==> src/rtl/mem_bus_arbiter_if.sv <==
// ============================================================================
//  Module      : mem_bus_arbiter_if
//  Description : Bundle of the two requester ports and the memory port of
//                mem_bus_arbiter.
//                slave  modport : the arbiter side (serves the requests and
//                                 drives the memory).
//                master modport : the requester / memory-model side.
//  Signals     : mX_req/we/addr/wdata   request from requester X
//                mX_gnt / mX_rvalid     grant pulse, read-data-valid pulse
//                rdata                  shared read data
//                mem_addr/mem_dout/mem_w registered memory address/data/strobe
//                mem_din                memory read data
//                busy                   arbiter is not idle
//  Revision    : 1.0 - initial release
// ============================================================================
`default_nettype none

interface mem_bus_arbiter_if #(
    parameter int ADDR_W = 16,
    parameter int DATA_W = 16
);
    logic              m0_req;
    logic              m0_we;
    logic [ADDR_W-1:0] m0_addr;
    logic [DATA_W-1:0] m0_wdata;
    logic              m0_gnt;
    logic              m0_rvalid;

    logic              m1_req;
    logic              m1_we;
    logic [ADDR_W-1:0] m1_addr;
    logic [DATA_W-1:0] m1_wdata;
    logic              m1_gnt;
    logic              m1_rvalid;

    logic [DATA_W-1:0] rdata;
    logic [ADDR_W-1:0] mem_addr;
    logic [DATA_W-1:0] mem_dout;
    logic              mem_w;
    logic [DATA_W-1:0] mem_din;
    logic              busy;

    modport slave (
        input  m0_req, m0_we, m0_addr, m0_wdata,
        input  m1_req, m1_we, m1_addr, m1_wdata,
        input  mem_din,
        output m0_gnt, m0_rvalid, m1_gnt, m1_rvalid,
        output rdata, mem_addr, mem_dout, mem_w, busy
    );

    modport master (
        output m0_req, m0_we, m0_addr, m0_wdata,
        output m1_req, m1_we, m1_addr, m1_wdata,
        output mem_din,
        input  m0_gnt, m0_rvalid, m1_gnt, m1_rvalid,
        input  rdata, mem_addr, mem_dout, mem_w, busy
    );
endinterface

`default_nettype wire

==> src/rtl/mem_bus_arbiter.sv <==
// ============================================================================
//  Module      : mem_bus_arbiter
//  Description : Two-requester arbiter / sequencer for a shared single-port
//                synchronous memory. Requester 0 is the processor port,
//                requester 1 the DMA/peripheral engine. One access at a time;
//                round-robin on ties. Read data is returned with a one-cycle
//                rvalid pulse to the requester that was granted.
//  Ports       : clk  - system clock, rising edge
//                rst  - synchronous active-high reset
//                bus  - mem_bus_arbiter_if.slave (requesters + memory)
//  Parameters  : ADDR_W  address width
//                DATA_W  data width
//                MEM_LAT memory read latency (1..4), from the edge at which
//                        the memory samples the address to data on mem_din
//  Options     : `define ARB_FIXED_PRIO_EN -> requester 0 always wins ties
//                (no last-grant register). Default: round-robin.
//  Revision    : 1.0 - initial release
// ============================================================================
`default_nettype none

module mem_bus_arbiter #(
    parameter int ADDR_W  = 16,
    parameter int DATA_W  = 16,
    parameter int MEM_LAT = 1
) (
    input  wire logic           clk,
    input  wire logic           rst,
    mem_bus_arbiter_if.slave    bus
);

    typedef enum logic [1:0] {
        S_IDLE   = 2'd0,
        S_ACCESS = 2'd1,
        S_WAIT   = 2'd2,
        S_RESP   = 2'd3
    } state_t;

    // WAIT is entered one cycle after the memory sampled the address, so the
    // counter starts at MEM_LAT-1 and data is captured when it reaches zero.
    localparam logic [1:0] c_lat_init = 2'(MEM_LAT - 1);

    state_t            state_q, state_d;
    logic [ADDR_W-1:0] mem_addr_q, mem_addr_d;
    logic [DATA_W-1:0] mem_dout_q, mem_dout_d;
    logic              mem_w_q, mem_w_d;
    logic              id_q, id_d;      // winner of the current access
    logic              we_q, we_d;      // current access is a write
    logic [1:0]        cnt_q, cnt_d;
    logic [DATA_W-1:0] rdata_q, rdata_d;

    logic              w_any_req;
    logic              w_win;           // requester id chosen this cycle

    assign w_any_req = bus.m0_req | bus.m1_req;

`ifdef ARB_FIXED_PRIO_EN
    // Requester 1 only gets through when requester 0 is not asking.
    assign w_win = ~bus.m0_req;
`else
    logic last_q, last_d;

    // On a tie the requester that did not win last time is served.
    assign w_win = (bus.m0_req & bus.m1_req) ? ~last_q : bus.m1_req;

    always_comb begin
        last_d = last_q;
        if (state_q == S_IDLE && w_any_req) begin
            last_d = w_win;
        end
    end

    always_ff @(posedge clk) begin
        if (rst) begin
            last_q <= 1'b1;     // requester 0 wins the first tie
        end else begin
            last_q <= last_d;
        end
    end
`endif

    always_comb begin
        state_d    = state_q;
        mem_addr_d = mem_addr_q;
        mem_dout_d = mem_dout_q;
        mem_w_d    = 1'b0;          // strobe is a single-cycle pulse
        id_d       = id_q;
        we_d       = we_q;
        cnt_d      = cnt_q;
        rdata_d    = rdata_q;

        case (state_q)
            S_IDLE: begin
                if (w_any_req) begin
                    mem_addr_d = w_win ? bus.m1_addr  : bus.m0_addr;
                    mem_dout_d = w_win ? bus.m1_wdata : bus.m0_wdata;
                    mem_w_d    = w_win ? bus.m1_we    : bus.m0_we;
                    we_d       = w_win ? bus.m1_we    : bus.m0_we;
                    id_d       = w_win;
                    state_d    = S_ACCESS;
                end
            end

            S_ACCESS: begin
                if (we_q) begin
                    state_d = S_IDLE;
                end else begin
                    cnt_d   = c_lat_init;
                    state_d = S_WAIT;
                end
            end

            S_WAIT: begin
                if (cnt_q == 2'd0) begin
                    rdata_d = bus.mem_din;
                    state_d = S_RESP;
                end else begin
                    cnt_d = cnt_q - 2'd1;
                end
            end

            S_RESP: begin
                state_d = S_IDLE;
            end

            default: begin
                state_d = S_IDLE;
            end
        endcase
    end

    always_ff @(posedge clk) begin
        if (rst) begin
            state_q    <= S_IDLE;
            mem_addr_q <= '0;
            mem_dout_q <= '0;
            mem_w_q    <= 1'b0;
            id_q       <= 1'b0;
            we_q       <= 1'b0;
            cnt_q      <= 2'd0;
            rdata_q    <= '0;
        end else begin
            state_q    <= state_d;
            mem_addr_q <= mem_addr_d;
            mem_dout_q <= mem_dout_d;
            mem_w_q    <= mem_w_d;
            id_q       <= id_d;
            we_q       <= we_d;
            cnt_q      <= cnt_d;
            rdata_q    <= rdata_d;
        end
    end

    // Grant is visible for the single ACCESS cycle, rvalid for the single
    // RESP cycle; both decode registered state, so only the winner sees them.
    assign bus.m0_gnt    = (state_q == S_ACCESS) & ~id_q;
    assign bus.m1_gnt    = (state_q == S_ACCESS) &  id_q;
    assign bus.m0_rvalid = (state_q == S_RESP)   & ~id_q;
    assign bus.m1_rvalid = (state_q == S_RESP)   &  id_q;

    assign bus.rdata     = rdata_q;
    assign bus.mem_addr  = mem_addr_q;
    assign bus.mem_dout  = mem_dout_q;
    assign bus.mem_w     = mem_w_q;
    assign bus.busy      = (state_q != S_IDLE);

endmodule

`default_nettype wire

==> src/flat_wrapper.sv <==
// flat-port wrapper written by rule: the top's interface ports become plain ports
module mem_bus_arbiter_flat 
#(
    parameter int ADDR_W  = 16,
    parameter int DATA_W  = 16,
    parameter int MEM_LAT = 1
)
  (clk, rst, bus_m0_req, bus_m0_we, bus_m0_addr, bus_m0_wdata, bus_m1_req, bus_m1_we, bus_m1_addr, bus_m1_wdata, bus_mem_din, bus_m0_gnt, bus_m0_rvalid, bus_m1_gnt, bus_m1_rvalid, bus_rdata, bus_mem_addr, bus_mem_dout, bus_mem_w, bus_busy);
  mem_bus_arbiter_if #(.ADDR_W(ADDR_W), .DATA_W(DATA_W)) bus_i ();
  input  wire logic clk;
  input  wire logic rst;
  input wire logic [$bits(bus_i.m0_req)-1:0] bus_m0_req;
  input wire logic [$bits(bus_i.m0_we)-1:0] bus_m0_we;
  input wire logic [$bits(bus_i.m0_addr)-1:0] bus_m0_addr;
  input wire logic [$bits(bus_i.m0_wdata)-1:0] bus_m0_wdata;
  input wire logic [$bits(bus_i.m1_req)-1:0] bus_m1_req;
  input wire logic [$bits(bus_i.m1_we)-1:0] bus_m1_we;
  input wire logic [$bits(bus_i.m1_addr)-1:0] bus_m1_addr;
  input wire logic [$bits(bus_i.m1_wdata)-1:0] bus_m1_wdata;
  input wire logic [$bits(bus_i.mem_din)-1:0] bus_mem_din;
  output wire logic [$bits(bus_i.m0_gnt)-1:0] bus_m0_gnt;
  output wire logic [$bits(bus_i.m0_rvalid)-1:0] bus_m0_rvalid;
  output wire logic [$bits(bus_i.m1_gnt)-1:0] bus_m1_gnt;
  output wire logic [$bits(bus_i.m1_rvalid)-1:0] bus_m1_rvalid;
  output wire logic [$bits(bus_i.rdata)-1:0] bus_rdata;
  output wire logic [$bits(bus_i.mem_addr)-1:0] bus_mem_addr;
  output wire logic [$bits(bus_i.mem_dout)-1:0] bus_mem_dout;
  output wire logic [$bits(bus_i.mem_w)-1:0] bus_mem_w;
  output wire logic [$bits(bus_i.busy)-1:0] bus_busy;
  assign bus_i.m0_req = bus_m0_req;
  assign bus_i.m0_we = bus_m0_we;
  assign bus_i.m0_addr = bus_m0_addr;
  assign bus_i.m0_wdata = bus_m0_wdata;
  assign bus_i.m1_req = bus_m1_req;
  assign bus_i.m1_we = bus_m1_we;
  assign bus_i.m1_addr = bus_m1_addr;
  assign bus_i.m1_wdata = bus_m1_wdata;
  assign bus_i.mem_din = bus_mem_din;
  assign bus_m0_gnt = bus_i.m0_gnt;
  assign bus_m0_rvalid = bus_i.m0_rvalid;
  assign bus_m1_gnt = bus_i.m1_gnt;
  assign bus_m1_rvalid = bus_i.m1_rvalid;
  assign bus_rdata = bus_i.rdata;
  assign bus_mem_addr = bus_i.mem_addr;
  assign bus_mem_dout = bus_i.mem_dout;
  assign bus_mem_w = bus_i.mem_w;
  assign bus_busy = bus_i.busy;
  mem_bus_arbiter #(.ADDR_W(ADDR_W), .DATA_W(DATA_W), .MEM_LAT(MEM_LAT)) u_core (.clk(clk), .rst(rst), .bus(bus_i));
endmodule
==> config.mk <==
export PLATFORM = sky130hd
export DESIGN_NAME = mem_bus_arbiter_flat
export DESIGN_NICKNAME = d
export VERILOG_FILES = /design/src/rtl/mem_bus_arbiter_if.sv /design/src/rtl/mem_bus_arbiter.sv /design/src/flat_wrapper.sv
export SDC_FILE = /design/constraint.sdc
export NUM_CORES = 1
export LEC_CHECK = 0
export ABC_AREA = 1
export ABC_CLOCK_PERIOD_IN_PS = 1400
export BUFFER_PORTS_ARGS = -buffer_cell sky130_fd_sc_hd__buf_2
export CAP_MARGIN = 20
export CORE_UTILIZATION = 40
export DETAILED_ROUTE_END_ITERATION = 8
export PLACE_DENSITY = 0.78
export SKIP_LAST_GASP = 1
export SLEW_MARGIN = 40
export SYNTH_ARGS = -nofsm -noshare
export SYNTH_HDL_FRONTEND = slang
export SYNTH_SLANG_ARGS = --single-unit
==> constraint.sdc <==
create_clock -name clk -period 1.4 [get_ports clk]
set_input_delay 0.07 -clock clk [delete_from_list [all_inputs] [get_ports clk]]
set_output_delay 0.07 -clock clk [all_outputs]
set_load 0.05 [all_outputs]
# Word level (Yosys, flattened, before mapping)
# Cells that the tools add are included.
# word_totals
reg_bits,56
inputBits,86
out_inout_bits,54
elab_cells,48
# classes
addsub,1
n_eq_ne,7
muxes,11
n_bitwise,10
reduce_logical,10
# op_table
operator,count
$mux 16,2
$mux 2,5
$pmux 2 s4,1
$reduce_and 2->1,3
$and 1x1->1,5
$eq 2x2->1 const B,2
$logic_not 2->1,2
$ne 2x1->1 const B,2
$ne 2x2->1 const B,2
$not 1->1,4
$pmux 2 s2,1
$reduce_bool 2->1,2
$reduce_and 3->1,1
$reduce_or 3->1,1
$eq 2x1->1 const B,1
$mux 1,2
$sub 2x1->2 const B,1
$logic_and 1x1->1,1
$or 1x1->1,1

# Depth between registers and ports, before layout
# logic_depth
ltp_word,3
mapped_depth,9
ltp_nobuf,8

# Least setup slack after synthesis
# OpenSTA, ideal clock, no wires.
# synth_timing
path_type,flip-flop to flip-flop
start,register u_core.state_q[0]
end,"register u_core.mem_addr_q[1], in the netlist u_core.bus.mem_addr[1]"
setup_ps,118
arrival_ps,1594
required_time_ps,1282
path_slack_ps,-311
path_stages_with_launch,9
n_path_buf,2
synth_period_minus_slack_ps,1711
path_cell_list,dfxtp_1 inv_1 ha_1 inv_1 nor2_4 buf_6 buf_6 o21ai_0 nor2_1
# synth_via
elab_chain_cells,2
# synth_lines
element,line_no,rtl
start: declaration,mem_bus_arbiter.sv:42,"state_t state_q, state_d;"
start signal: assignment,mem_bus_arbiter.sv:142,state_q <= state_d;
$logic_not 2->1,mem_bus_arbiter.sv:91,case (state_q)
$reduce_and 2->1 (no source line),--,
end signal: assignment,mem_bus_arbiter.sv:143,mem_addr_q <= mem_addr_d;
end: declaration,mem_bus_arbiter.sv:43,"logic [ADDR_W-1:0] mem_addr_q, mem_addr_d;"
# No other way between the ends.
# A chain may end at the register's enable or synchronous reset.

# Worst setup path in the final report
# layout_timing
start,register u_core.state_q[0]
end,"register u_core.mem_dout_q[4], in the netlist u_core.bus.mem_dout[4]"
# layout_via
elab_chain_cells,2
# layout_lines
element,line_no,rtl
$logic_not 2->1,mem_bus_arbiter.sv:91,
$reduce_and 2->1 (no source line),--,
end signal: assignment,mem_bus_arbiter.sv:144,mem_dout_q <= mem_dout_d;
end: declaration,mem_bus_arbiter.sv:44,"logic [DATA_W-1:0] mem_dout_q, mem_dout_d;"
# No other way between the ends.

==> flow_metrics.env <==
export IMPL_worstReg2RegStart="u_core.state_q[0]"
export IMPL_drt_pass1_iter_count=4
export IMPL_ios=140
export IMPL_drive_gt1_frac=0.4084
export IMPL_crit_fanout=6
export IMPL_routed_wirelength_um=8554
export IMPL_gr_total_overflow=0
export IMPL_period_share=1.103
export IMPL_p_per_area_mw_per_mm2=1528
export IMPL_cp_top_family="buffers and inverters"
export IMPL_ys_top_cells_by_count="72 x nor2_1, 57 x nand2_1, 56 x dfxtp_1"
export IMPL_p_clk_frac=0.149
export IMPL_post_dp_hpwl_um=4861
export IMPL_synth_edff_count=0
export IMPL_endpoint_kind="register"
export IMPL_totalPowerFinal_uw=6055
export IMPL_ys_async_sr_fraction=0
export IMPL_switchingPower_uw=2696
export IMPL_min_period_ns=1.545
export IMPL_setup_viol=34
export IMPL_worst_pin_slew_ns=0.3308
export IMPL_synthCells=357
export IMPL_pwr_share_comb=0.517
export IMPL_core_area_mm2=0.006026
export IMPL_ys_seq_area_frac=0.4416
export IMPL_fmax_mhz=647.4
export IMPL_slowest_stage="dfxtp_2"
export IMPL_violations="negative hold slack, negative setup slack"
export IMPL_fin_nets=615
export IMPL_clockBufferDepth=2
export IMPL_cts_sinks=56
export IMPL_die_y_um=81.67
export IMPL_yosysTopAreaCell="dfxtp_1"
export IMPL_crit_end="u_core.bus.mem_dout[4]"
export IMPL_num_vias=3047
export IMPL_yosysWarnings=0
export IMPL_syn_num_nets=449
export IMPL_portBuffers=139
export IMPL_clock_latency_ns=0.31
export IMPL_wl_per_cell_um=14.28
export IMPL_grt_total_usage=0.2030
export IMPL_ff2ff_setup_slack_ns=-0.14
export IMPL_critical_path_cell_chain="inv_2 > ha_4 > clkinvlp_4 > nor2_4 > buf_6 > clkbuf_16 > nand2_1 > a21oi_2 > nor2_1"
export IMPL_r2r_end="u_core.bus.mem_dout[4]"
export IMPL_placed_cell_area_mm2=0.003298
export IMPL_fin_tns_setup_ns=-1.701
export IMPL_rsz0062_at_grt="yes"
export IMPL_synth_most_common_cell="nor2_1"
export IMPL_p_leak_uw=0.001935
export IMPL_antenna_found_initial=0
export IMPL_postRouteAntennaNets=0
export IMPL_critical_path_class="register to register"
export IMPL_hold_slack_ns=-0.001902
export IMPL_rows=28
export IMPL_drv_slew=0
export IMPL_slowest_delay_ns=0.34
export IMPL_cts_htree_levels=2
export IMPL_seqPwrFrac=0.334
export IMPL_cts_buffers_inserted=5
export IMPL_start_kind="register"
export IMPL_cp_num_buf_inv=4
export IMPL_fillerInstances=514
export IMPL_path_clk_slew_ns=0.10
export IMPL_drt_iter0_drc=152
export IMPL_worst_path_stages=9
export IMPL_hold_violations=1
export IMPL_synth_cell_types=16
export IMPL_peakVddDrop_mv=0.8419
export IMPL_worstHoldPathType="input port to register"
export IMPL_grt_pass1_vias=2447
export IMPL_grt_max_degree=54
export IMPL_drc_errors=0
export IMPL_arrival_ns=1.76
export IMPL_initial_core_util=0.4213
export IMPL_grt_pass1_wl_um=10540
export IMPL_syn_avg_cell_area_um2=7.111
export IMPL_viasPerCell=5.087
export IMPL_ys_ff_latch=56
export IMPL_cts_tree="yes"
export IMPL_num_antenna_cells=0
export IMPL_setup_worst_path_start="u_core.state_q[0]"
export IMPL_clock_skew_ns=0.007623
export IMPL_cts_root_buf="clkbuf_8"
export IMPL_switching_share=0.4454
export IMPL_r2r_cells=9
export IMPL_finalWorstSetupSlack_ns=-0.1446
export IMPL_design_area_mm2=0.003963
export IMPL_cap_violations=0
export IMPL_gp_congestion=0.7896
export IMPL_min_path_cells=3
export IMPL_slew_headroom=0.7795
export IMPL_p_int_uw=3358
export IMPL_synth_top_cells_by_area="dfxtp_1 44%, nor2_1 11%, nand2_1 8.4%"
export IMPL_status="finished, violations left"
export IMPL_fin_util=0.6576
export IMPL_die_area_mm2=0.006669
export IMPL_die_width_um=81.67
export IMPL_synth_ff_type="dfxtp_1"
export IMPL_synth_top_cell_area_share=0.4416
export IMPL_critPathRequiredTime_ns=1.61
export IMPL_syn_area_mm2=0.002539
export IMPL_syn2layout_area_growth_pct=56.09
==> power by group through the flow <==
| stage | sequential [uW] | clock (uW) | combinational, uW |
|---|---|---|---|
| 3_3_place_gp | 2040 | 0 | 2450 |
| 3_5_place_dp | 2050 | 0 | 2480 |
| 4_1_cts | 2010 | 923 | 2570 |
| 2_1_floorplan | 2960 | 0 | 1020 |
| 5_1_grt | 2050 | 983 | 3330 |
| 6_report | 2020 | 903 | 3130 |
==> cell usage in the layout, fill, tap and decap left out <==
cell             n
clkinvlp_4       3
a21oi_1         16
a21oi_2         19
dlygate4sd3_1   19
buf_6            7
dfxtp_1         54
ha_4             3
buf_2          135
ha_1             3
buf_12           4
clkbuf_1         2
clkbuf_8         6
dfxtp_2          2
clkbuf_16        4
nor2_1          70
nor2_2           1
inv_2            4
inv_1           13
nand2_2          7
nand3_1         35
nand2_4          3
o21ai_1         14
buf_4           13
nor2_4           3
nand4_1          1
o21ai_0         35
nand2_1         48
==> metal layers <==
metal | vias to the layer above | global-route usage | share of wire
li1 | 1492 | - | -
met1 | 1382 | 0.2413 | 0.41
met2 | 148 | 0.3425 | 0.49
met3 | 25 | 0.04667 | 0.072
met4 | 0 | 0.1000 | 0.032
met5 | - | 0 | 0
==> registers in the layout, summed over array words and instances (netlist names), named ones only <==
| register | count |
|---|---|
| u_core.bus.mem_addr | 16 |
| u_core.bus.mem_dout | 16 |
| u_core.bus.mem_w | 1 |
| u_core.bus.rdata | 16 |
| u_core.cnt_q | 2 |
| u_core.id_q | 1 |
| u_core.last_q | 1 |
| u_core.state_q | 1 |
| u_core.we_q | 1 |
==> repair_timing <==
item | 4_1_cts | 5_1_grt
resized for setup | 9 | 45
hold buffers | 18 | 1
gates cloned | 0 | 7
hold endpoints to repair | 19 | 1
pin swaps | 0 | 10
buffers inserted | 0 | 7
endpoints found under the setup margin | 7 | 54
==> cell families (layout without fill, tap and decap cells) <==
family	count (synthesis)	in the layout	synth area share
buf+inv	43	210	0.08970
flops	56	56	0.4416
simple gates	168	168	0.2735
fa+ha+maj	6	6	0.02957
compound gates	84	84	0.1656
==> worst min-delay path by stage <==
stage / startpoint / endpoint / slack, ns
floorplan: rst / u_core.cnt_q[1] / 0.14
global placement: rst / u_core.cnt_q[1] / 0.29
detailed placement: rst / u_core.id_q / 0.29
CTS: bus_m0_wdata[11] / u_core.bus.mem_dout[11] / 0.0003
global route: bus_m0_addr[14] / u_core.bus.mem_addr[14] / 0.004
finish: bus_m0_addr[7] / u_core.bus.mem_addr[7] / -0.002
==> final cells by class <==
type | count | area, um2 | share of cell area
flip-flops and latches | 56 | 1124 | 0.2835
clock buffers | 8 | 90.09 | 0.02273
inverters | 19 | 78.83 | 0.01989
repair inverters | 1 | 7.507 | 0.001895
repair buffers | 182 | 1222 | 0.3085
well taps | 75 | 93.84 | 0.02368
multi-input cells | 258 | 1346 | 0.3398
==> worst reg2reg max path: cells and delay by family, from the launching register on <==
| family | cells | cell delay, ns |
|---|---|---|
| buffers and inverters | 4 | 0.50 |
| and+or+nand+nor | 3 | 0.31 |
| adders and majority gates | 1 | 0.16 |
| AOI/OAI and AO/OA | 1 | 0.15 |
| DFF | 1 | 0.34 |
==> per-stage QoR <==
stage,setup slack (ns),std cells
floorplan,-0.1573,357
global placement,0.06316,558
detailed placement,0.01279,558
CTS,-0.02342,584
global route,-0.1850,599
finish,-0.1446,599
No activity file was read; power rests on OpenSTA's default activity.
